$ cat config.mk
export PLATFORM = sky130hd
export DESIGN_NAME = pri_decode38
export DESIGN_NICKNAME = d
export VERILOG_FILES = /design/src/rtl/pri_dec_pkg.sv /design/src/rtl/dec38_onehot.sv /design/src/rtl/pri_decode38.sv
export SDC_FILE = /design/constraint.sdc
export NUM_CORES = 1
export LEC_CHECK = 0
export CORE_MARGIN = 2
export CORE_UTILIZATION = 49
export CTS_BUF_LIST = sky130_fd_sc_hd__clkbuf_16
export CTS_CLUSTER_SIZE = 40
export DETAILED_ROUTE_END_ITERATION = 10
export PLACE_DENSITY = 0.81
export SLEW_MARGIN = 20
export SYNTH_ARGS = -nofsm -noshare
export SYNTH_HDL_FRONTEND = slang
export SYNTH_SLANG_ARGS = --single-unit
$ cat constraint.sdc
create_clock -name clk -period 3.2 [get_ports clk]
set_input_delay 0.96 -clock clk [delete_from_list [all_inputs] [get_ports clk]]
set_output_delay 0.96 -clock clk [all_outputs]
set_load 0.005 [all_outputs]
$ cat src/rtl/pri_dec_pkg.sv
// Shared types and constants for the pri_decode38 registered 3-to-8 decoder.
// Holds the FSM state enum, the index/output widths and the default hold length.
package pri_dec_pkg;

    typedef enum logic {
        S_IDLE = 1'b0,
        S_HOLD = 1'b1
    } state_t;

    localparam int IDX_W        = 3;
    localparam int OUT_W        = 8;
    localparam int HOLD_DEFAULT = 4;

    // Counter only ever holds HOLD-1 down to 0, so HOLD=1 still needs one bit.
    function automatic int cnt_width(input int hold);
        return (hold > 1) ? $clog2(hold) : 1;
    endfunction

endpackage

$ cat src/rtl/dec38_onehot.sv
// Purely combinational 3-to-8 one-hot decoder used by pri_decode38.
module dec38_onehot
    import pri_dec_pkg::*;
(
    input  logic [IDX_W-1:0] idx,
    output logic [OUT_W-1:0] onehot
);

    generate
        for (genvar gi = 0; gi < OUT_W; gi++) begin : g_line
            assign onehot[gi] = (idx == IDX_W'(gi));
        end
    endgenerate

endmodule

$ cat src/rtl/pri_decode38.sv
// Registered 3-to-8 one-hot decoder with a hold timer and valid/ready input.
// Define PRI_DECODE38_ACTIVE_LOW_EN to drive y inverted (common-anode LED banks).
module pri_decode38
    import pri_dec_pkg::*;
#(
    parameter int HOLD = HOLD_DEFAULT
) (
    input  logic             clk,
    input  logic             rst_n,
    input  logic             en,
    input  logic             in_valid,
    output logic             in_ready,
    input  logic [IDX_W-1:0] idx,
    output logic [OUT_W-1:0] y,
    output logic             busy,
    output logic             done
);

    localparam int               CNT_W    = cnt_width(HOLD);
    localparam logic [CNT_W-1:0] CNT_LOAD = CNT_W'(HOLD - 1);

    state_t             r_state;
    state_t             w_state_next;
    logic [CNT_W-1:0]   r_cnt;
    logic [CNT_W-1:0]   w_cnt_next;
    logic [IDX_W-1:0]   r_idx;
    logic [IDX_W-1:0]   w_idx_next;
    logic [OUT_W-1:0]   r_y;
    logic [OUT_W-1:0]   w_y_next;
    logic [IDX_W-1:0]   w_dec_idx;
    logic [OUT_W-1:0]   w_onehot;
    logic               w_accept;
    logic               w_cnt_zero;

    // One decoder serves both the accept edge (live idx) and the hold (captured idx).
    assign w_dec_idx = (r_state == S_IDLE) ? idx : r_idx;

    dec38_onehot u_onehot (
        .idx    (w_dec_idx),
        .onehot (w_onehot)
    );

    assign in_ready   = en && (r_state == S_IDLE);
    assign w_accept   = in_ready && in_valid;
    assign w_cnt_zero = (r_cnt == '0);
    assign busy       = (r_state == S_HOLD);
    assign done       = (r_state == S_HOLD) && w_cnt_zero;

    always_comb begin
        w_state_next = r_state;
        w_cnt_next   = r_cnt;
        w_idx_next   = r_idx;
        w_y_next     = r_y;
        case (r_state)
            S_IDLE: begin
                w_y_next = '0;
                if (w_accept) begin
                    w_state_next = S_HOLD;
                    w_cnt_next   = CNT_LOAD;
                    w_idx_next   = idx;
                    w_y_next     = w_onehot;
                end
            end
            S_HOLD: begin
                // An enable drop aborts without a done pulse.
                if (!en) begin
                    w_state_next = S_IDLE;
                    w_cnt_next   = '0;
                    w_y_next     = '0;
                end else if (w_cnt_zero) begin
                    w_state_next = S_IDLE;
                    w_y_next     = '0;
                end else begin
                    w_cnt_next   = r_cnt - CNT_W'(1);
                    w_y_next     = w_onehot;
                end
            end
            default: begin
                w_state_next = S_IDLE;
                w_cnt_next   = '0;
                w_y_next     = '0;
            end
        endcase
    end

    always_ff @(posedge clk or negedge rst_n) begin
        if (!rst_n) begin
            r_state <= S_IDLE;
            r_cnt   <= '0;
            r_idx   <= '0;
            r_y     <= '0;
        end else begin
            r_state <= w_state_next;
            r_cnt   <= w_cnt_next;
            r_idx   <= w_idx_next;
            r_y     <= w_y_next;
        end
    end

`ifdef PRI_DECODE38_ACTIVE_LOW_EN
    assign y = ~r_y;
`else
    assign y = r_y;
`endif

endmodule

==> results of run 1 <==
logic make-up (layout without fill, tap and decap cells):
kind of cell / Yosys count / count (layout) / share of synthesized area
simple gates: 21 / 21 / 0.237
compound gates: 14 / 14 / 0.159
flops: 14 / 14 / 0.519
buf+inv: 4 / 24 / 0.0333
mux: 2 / 2 / 0.0333
fa+ha+maj: 1 / 1 / 0.0185
cell usage in the layout (no fill, tap or decap), types with 3 or more instances in the layout:
cell             netlist  routed
a22oi_1                7       7
clkbuf_16              0       3
clkdlybuf4s50_1        0      17
dfrtp_1               14      14
nand3_1                3       3
nand3b_1               4       4
or3b_1                 3       3
worst min path at each step:
stage | startpoint | endpoint | slack (ns) | cells after the start
final | r_cnt[1]$_DFFE_PN0P_ | r_cnt[1]$_DFFE_PN0P_ | 0.55 | 2
after global routing | r_idx[2]$_DFFE_PN0P_ | r_idx[2]$_DFFE_PN0P_ | 0.56 | 1
after CTS | r_idx[2]$_DFFE_PN0P_ | r_idx[2]$_DFFE_PN0P_ | 0.54 | 1
after detailed placement | r_idx[2]$_DFFE_PN0P_ | r_idx[2]$_DFFE_PN0P_ | 0.53 | 1
after global placement | r_idx[2]$_DFFE_PN0P_ | r_idx[2]$_DFFE_PN0P_ | 0.52 | 1
after floorplan | r_idx[2]$_DFFE_PN0P_ | r_idx[2]$_DFFE_PN0P_ | 0.50 | 1
registers in the layout, summed over array words and instances, names as in the netlist:
| register | cells |
|---|---|
| busy | 1 |
| y | 8 |
| r_idx | 3 |
| r_cnt | 2 |
power by group through the flow:
stage / combinational [uW] / clock [uW] / sequential (uW)
global route: 144 / 243 / 238
global placement: 124 / 0 / 233
finish: 127 / 234 / 233
floorplan: 86.9 / 0 / 226
detailed placement: 127 / 0 / 234
CTS: 128 / 236 / 232
tightest hold or removal path, cell delays in order (launching register included):
cell and delay (ns):
dfrtp_1 0.36, nand3_1 0.08, o221ai_1 0.07
final cells by class:
cell class,count,area [um^2]
fill,100,365
clock buffer,3,75.1
tap,15,18.8
timing repair buffer,18,178
sequential,14,350
clock inverter,1,3.75
multi-input combinational,38,303
inverter,2,7.51
layer usage:
metal  global-route usage  vias to the layer above
met3               0.0163                        2
met4               0.0726                        0
li1                     -                      256
met1                0.236                      247
met2                0.289                       17
met5                    0                        -
through the flow:
stage / total power (uW) / util / setup slack (ns) / area (um^2)
after floorplan: 313 / - / 1.00 / 676
after global placement: 357 / 0.659 / 0.158 / 857
after detailed placement: 361 / 0.659 / 0.165 / 857
after CTS: 596 / 0.719 / 0.164 / 936
after global routing: 626 / 0.719 / 0.0977 / 936
final: 593 / 0.719 / 0.176 / 936
==> flow_summary.yaml, run 1 <==
yosys:
  netlist_area_um2: 676
  synth.top_cells.by_area: "dfrtp_1, a22oi_1, nand3b_1"
  yosysTopAreaCell: "dfrtp_1"
  synth_top_area_frac: 0.519
  post-synth-top-count-cell: "dfrtp_1"
  synth.distinct_cells: 23
  synthFlopType: "dfrtp_1"
  synthTopCellsByCount: "dfrtp_1, a22oi_1, nand3b_1"
  yosysSeqAreaShare: 0.519
  synth_cells: 56
  avgSynthCellArea_um2: 12.1
  ys_seq_elements: 14
  async_reset_ff_frac: 1.00
  synth-edff-count: 0
  synth_nets: 64
  ys_warn_count: 0
worst_setup_path:
  cpPeakStageDelay_ns: 0.51
  r2r_slack_ns: 1.85
  r2r_cells: 2
  crit_chain: "clkdlybuf4s50_1 > nor2b_1 > clkdlybuf4s50_1"
  rr_endpoint: "r_idx[0]$_DFFE_PN0P_"
  worstReg2RegStart: "busy$_DFF_PN0_"
  slowest_stage: "clkdlybuf4s50_1"
  crit_type: "input port to output port"
  startpoint_type: "input port"
  end_kind: "output port"
  cp.arrival_ns: 2.06
  cp.depth: 3
  crit_family: "buffers and inverters"
  setup.worst_path.start: "en"
  critPathMaxFanout: 2
  crit_top_cell: "clkdlybuf4s50_1"
  cp_num_buf_inv: 2
  required_ns: 2.24
  crit_path_end: "in_ready"
clocking:
  path_clk_slew_ns: 0.04
  clk_latency_ns: 0.24
  clock_path_buffers: 2
  cts_resized: 0
  cts_root_buffer: "clkbuf_16"
  post_cts_buffers: 0
  cts_tree: "built"
  h-tree-depth: 1
  hold_buffers: 0
  cts.sinks: 14
  cts-buffers-inserted: 3
routing:
  dr.pass1.iters: 4
  vias: 522
  routedWlPerCell_um: 13.5
  ant_nets: 0
  drc_errors: 0
  viasPerCell: 5.74
  routed-wl-met3_um: 65
  top_layer_used: "met4"
  wl_mm: 1.23
  wl_met1_um: 555
  wl_met2_um: 589
  drt_iter0_markers: 16
layout:
  drive_gt1_frac: 0.118
  nets: 85
  syn_to_final_growth_pct: 38.5
  antennaDiodeCount: 0
  instances_no_fill: 91
pwr:
  p_per_area_nw_per_um2: 634
  p_seq_frac: 0.392
  clkPwrFrac: 0.394
  switching_share: 0.250
  comb_power_share: 0.214
  p_switching_uw: 149
  p_int_uw: 445
  ir_drop_v: 0.000678
  p_leak_uw: 0.000396
timing:
  setup_violations: 0
  rsz0062_at_grt: "false"
  relSlewSlack: 0.607
  hold_ws_ns: 0.546
  layout_min_cycle_time_ns: 3.02
  finalSetupTns_ns: 0
  timing.fmax_mhz: 331
  period_share: 0.945
  finalClockSkew_ns: 0.00139
  finalHoldViolations: 0
  tightest_slew_ns: 0.588
  drv_slew: 0
floorplan:
  rows: 13
  dieArea_um2: 1690
  start_util: 0.519
  die_w_um: 41.1
  core-area_um2: 1300
  ios: 18
  fp.dieH_um: 41.1
grt:
  grt_antenna_before_repair: 0
  grt_pass1_vias: 440
  grt_overflow: 0
  grt_usage: 0.176
  grt_pass1_wl_mm: 1.95
  grt_start_max_net_pins: 21
run_status:
  status: "complete, no violations"
placed_design:
  numPortBuffers: 17
  dp.cells: 87
  dp_hpwl_um: 913
  place_congestion: 0.754
run:
  maxCapViolations: 0
min_path:
  hp-class: "register to register"
(Power assumes the default switching activity.)
==> inputs of run 2 (changes only) <==
--- a/config.mk
+++ b/config.mk
@@ -5,7 +5,6 @@
 export SDC_FILE = /design/constraint.sdc
 export NUM_CORES = 1
 export LEC_CHECK = 0
-export CORE_MARGIN = 2
 export CORE_UTILIZATION = 49
 export CTS_BUF_LIST = sky130_fd_sc_hd__clkbuf_16
 export CTS_CLUSTER_SIZE = 40
==> run 2 against run 1 <==
Against the previous run:
- via count rose by 4.0%
- die area shrank 9.5%
- combinational power grew 3%
- flip-flop and latch count did not move
- routed wire length rose by 15%
- worst setup slack got worse by 0.0070 ns
- utilization rose by 0.91 points
- non-clock buffer count unchanged
- critical path depth did not move
- cell area unchanged
- clock-buffer cell count unchanged
- highest routed layer unchanged
==> flow_summary.yaml, run 2 (same netlist as run 1, synthesis figures left out) <==
run_status:
  status: "complete, no violations"
routing:
  ant_nets: 0
  drc_errors: 0
  viasPerCell: 5.97
  dr.pass1.iters: 4
  routedWlPerCell_um: 15.5
  wl_mm: 1.41
  drt_iter0_markers: 5
  vias: 543
worst_setup_path:
  r2r_slack_ns: 1.79
  setup.worst_path.start: "en"
  slowest_stage: "clkdlybuf4s50_1"
  startpoint_type: "input port"
  crit_type: "input port to output port"
  crit_path_end: "in_ready"
  crit_top_cell: "clkdlybuf4s50_1"
  critPathMaxFanout: 2
  required_ns: 2.24
  r2r_cells: 4
  end_kind: "output port"
  worstReg2RegStart: "r_cnt[0]$_DFFE_PN0P_"
  cp.arrival_ns: 2.07
  crit_chain: "clkdlybuf4s50_1 > nor2b_1 > clkdlybuf4s50_1"
  cpPeakStageDelay_ns: 0.51
  rr_endpoint: "y[2]$_DFF_PN0_"
pwr:
  p_int_uw: 446
  p_seq_frac: 0.393
  switching_share: 0.257
  comb_power_share: 0.219
  p_per_area_nw_per_um2: 640
  total_power_uw: 599
  ir_drop_v: 0.000343
  p_switching_uw: 154
  clkPwrFrac: 0.389
  p_leak_uw: 0.000396
min_path:
  hp-class: "register to register"
  worstHoldStart: "r_cnt[1]$_DFFE_PN0P_"
clocking:
  cts_resized: 0
  h-tree-depth: 1
  cts-buffers-inserted: 3
  hold_buffers: 0
  cts_tree: "built"
  cts.sinks: 14
  post_cts_buffers: 0
  cts_root_buffer: "clkbuf_16"
  clock_path_buffers: 2
  path_clk_slew_ns: 0.05
  clk_latency_ns: 0.24
placed_design:
  place_congestion: 0.794
  dp.cells: 87
  dp_hpwl_um: 927
  numPortBuffers: 17
floorplan:
  core-area_um2: 1280
  dieArea_um2: 1530
  ios: 18
  rows: 13
  fp.dieH_um: 39.1
  die_w_um: 39.1
  start_util: 0.526
timing:
  hold_ws_ns: 0.550
  rsz0062_at_grt: "false"
  layout_min_cycle_time_ns: 3.03
  finalClockSkew_ns: 0.00492
  setup_violations: 0
  period_share: 0.947
  finalSetupTns_ns: 0
  relSlewSlack: 0.596
  tightest_slew_ns: 0.604
  timing.fmax_mhz: 330
  finalHoldViolations: 0
  drv_slew: 0
grt:
  grt_start_max_net_pins: 21
  grt_overflow: 0
  grt_antenna_before_repair: 0
  grt_pass1_wl_mm: 2.26
  grt_pass1_vias: 503
  grt_usage: 0.231
layout:
  multi_input_area_um2: 303
  instances_no_fill: 91
  regArea_um2: 350
  syn_to_final_growth_pct: 38.5
  final_core_util: 0.728
  mostFrequentLayoutCells: "clkdlybuf4s50_1, dfrtp_1, a22oi_1"
  fillers: 101
  antennaDiodeCount: 0
  final_common_cell: "clkdlybuf4s50_1"
  drive_gt1_frac: 0.118
  largest_register_ffs: 8
  nets: 85
run:
  maxCapViolations: 0
## run 2: cell counts in the layout (fill, tap and decap cells not counted)
Identical to the previous run, type by type.
## run 2: how the worst min path moves through the flow
stage,end,slack (ns),cells after the start
floorplan,r_idx[2]$_DFFE_PN0P_,0.50,1
global placement,r_idx[2]$_DFFE_PN0P_,0.52,1
detailed placement,r_idx[2]$_DFFE_PN0P_,0.54,1
CTS,r_cnt[1]$_DFFE_PN0P_,0.55,2
global route,r_cnt[1]$_DFFE_PN0P_,0.56,2
finish,r_cnt[1]$_DFFE_PN0P_,0.55,2
## run 2: cell type report
class	count	share of cell area
Sequential cell	14	0.374
Multi-Input combinational cell	38	0.324
Timing Repair Buffer	18	0.190
Clock buffer	3	0.0802
Tap cell	15	0.0201
Inverter	2	0.00802
Clock inverter	1	0.00401
## run 2: per-stage QoR
stage               instance area, um^2  worst slack [ns]
finish                              936             0.169
global route                        936            0.0849
CTS                                 936             0.162
detailed placement                  857             0.162
global placement                    857             0.160
floorplan                           676              1.00
## run 2: power groups by stage
stage                     sequential (uW)  clock (uW)  combinational [uW]
after global routing                  237         245                 145
after global placement                233           0                 123
after detailed placement              236           0                 129
after CTS                             234         235                 133
final                                 235         233                 131
after floorplan                       226           0                86.9
## run 2: critical path: cells and delay by family
kind                   cells  cell delay (ns)
buffers and inverters      2             0.98
AND/OR/NAND/NOR            1             0.13
## run 2: layer usage
layer	global-route usage	vias up	routed length [um]
li1	-	258	-
met1	0.284	267	667
met2	0.379	16	688
met3	0.0520	2	49
met4	0.103	0	7
met5	0	-	0
==> inputs of run 3 (changes only) <==
--- a/config.mk
+++ b/config.mk
@@ -5,11 +5,11 @@
 export SDC_FILE = /design/constraint.sdc
 export NUM_CORES = 1
 export LEC_CHECK = 0
-export CORE_UTILIZATION = 49
+export CORE_UTILIZATION = 45
 export CTS_BUF_LIST = sky130_fd_sc_hd__clkbuf_16
 export CTS_CLUSTER_SIZE = 40
 export DETAILED_ROUTE_END_ITERATION = 10
-export PLACE_DENSITY = 0.81
+export PLACE_DENSITY = 0.75
 export SLEW_MARGIN = 20
 export SYNTH_ARGS = -nofsm -noshare
 export SYNTH_HDL_FRONTEND = slang
==> run 3 against run 2 <==
Against the previous run:
- highest routed layer unchanged
- clock-buffer cell count is the same
- cell area is the same
- hold slack lost 0.0015 ns
- via count shrank 0.18%
==> flow_summary.yaml, run 3 (same netlist as run 1, synthesis figures left out) <==
run_status:
  status: "complete, no violations"
worst_setup_path:
  required_ns: 2.24
  crit_family: "buffers and inverters"
  crit_type: "input port to output port"
  worstReg2RegStart: "busy$_DFF_PN0_"
  critPathMaxFanout: 2
  crit_top_cell: "clkdlybuf4s50_1"
  crit_chain: "clkdlybuf4s50_1 > nor2b_1 > clkdlybuf4s50_1"
  end_kind: "output port"
  startpoint_type: "input port"
  cp.arrival_ns: 2.07
  cpPeakStageDelay_ns: 0.52
  r2r_slack_ns: 1.83
  rr_endpoint: "r_idx[0]$_DFFE_PN0P_"
  slowest_stage: "clkdlybuf4s50_1"
  r2r_cells: 2
  cp_num_buf_inv: 2
layout:
  syn_to_final_growth_pct: 38.5
  multi_input_area_um2: 303
  final_common_cell: "clkdlybuf4s50_1"
  drive_gt1_frac: 0.118
  fillers: 99
  mostFrequentLayoutCells: "clkdlybuf4s50_1, dfrtp_1, a22oi_1"
  antennaDiodeCount: 0
  largest_register_ffs: 8
  regArea_um2: 350
  nets: 85
  instances_no_fill: 91
timing:
  setup_violations: 0
  timing.fmax_mhz: 330
  finalSetupTns_ns: 0
  period_share: 0.946
  drv_slew: 0
  layout_min_cycle_time_ns: 3.03
  finalHoldViolations: 0
  hold_ws_ns: 0.548
  finalClockSkew_ns: 0.00414
  rsz0062_at_grt: "false"
  relSlewSlack: 0.595
  tightest_slew_ns: 0.606
floorplan:
  die_w_um: 40.8
  fp.dieH_um: 40.8
  dieArea_um2: 1660
  ios: 18
  start_util: 0.500
  rows: 13
  core-area_um2: 1350
clocking:
  h-tree-depth: 1
  post_cts_buffers: 0
  cts.sinks: 14
  cts-buffers-inserted: 3
  cts_root_buffer: "clkbuf_16"
  clock_path_buffers: 2
  cts_tree: "built"
  cts_resized: 0
  hold_buffers: 0
  path_clk_slew_ns: 0.05
  clk_latency_ns: 0.24
routing:
  wl_mm: 1.37
  viasPerCell: 5.96
  drt_iter0_markers: 20
  ant_nets: 0
  dr.pass1.iters: 4
  routedWlPerCell_um: 15.1
  vias: 542
  drc_errors: 0
min_path:
  hold_end: "r_cnt[1]$_DFFE_PN0P_"
  worstHoldStart: "r_cnt[1]$_DFFE_PN0P_"
  hp-class: "register to register"
  whs_path_depth: 2
grt:
  grt_usage: 0.203
  grt_overflow: 0
  grt_start_max_net_pins: 21
  grt_pass1_wl_mm: 2.09
  grt_pass1_vias: 457
  grt_antenna_before_repair: 0
placed_design:
  place_congestion: 0.800
  numPortBuffers: 17
  dp_hpwl_um: 981
  dp.cells: 87
pwr:
  ir_drop_v: 0.000357
  p_leak_uw: 0.000396
  p_per_area_nw_per_um2: 637
run:
  maxCapViolations: 0
==> run 3: worst max path at each step <==
stage / start / slack [ns] / cells after the start / endpoint
after CTS: en / 0.16 / 3 / in_ready
final: en / 0.17 / 3 / in_ready
after global placement: en / 0.16 / 3 / in_ready
after detailed placement: en / 0.16 / 3 / in_ready
after floorplan: en / 1.00 / 2 / in_ready
after global routing: en / 0.12 / 3 / in_ready
==> run 3: layout make-up <==
class / count / share of cell area
clock buffers: 3 / 0.0802
well taps: 15 / 0.0201
repair buffers: 18 / 0.190
flip-flops and latches: 14 / 0.374
clock inverters: 1 / 0.00401
inverters: 2 / 0.00802
multi-input cells: 38 / 0.324
==> run 3: worst reg2reg max path, cell delays in order (launching register included) <==
cell and delay (ns):
dfrtp_1 0.67, nand3b_1 0.24, mux2_2 0.35
==> run 3: metal layers <==
metal  vias to the layer above  part of all wire  global-route usage  routed length (um)
met5                         -                 0                   0                   0
met1                       263              0.46               0.274                 626
met4                         0            0.0080               0.150                  11
met3                         2             0.050              0.0489                  68
li1                        256                 -                   -                   -
met2                        21              0.48               0.274                 664
==> run 3: metrics by stage <==
step / cell area [um^2] / total power [uW] / utilization / worst slack (ns)
2_1_floorplan: 676 / 313 / - / 1.00
3_3_place_gp: 857 / 357 / 0.635 / 0.160
3_5_place_dp: 857 / 365 / 0.635 / 0.164
4_1_cts: 936 / 603 / 0.693 / 0.164
5_1_grt: 936 / 623 / 0.693 / 0.122
6_report: 936 / 596 / 0.693 / 0.173
==> run 3: power breakdown <==
group	switching [uW]	internal, uW
registers	28.7	204
logic	53.9	75.7
clock network	68.7	165
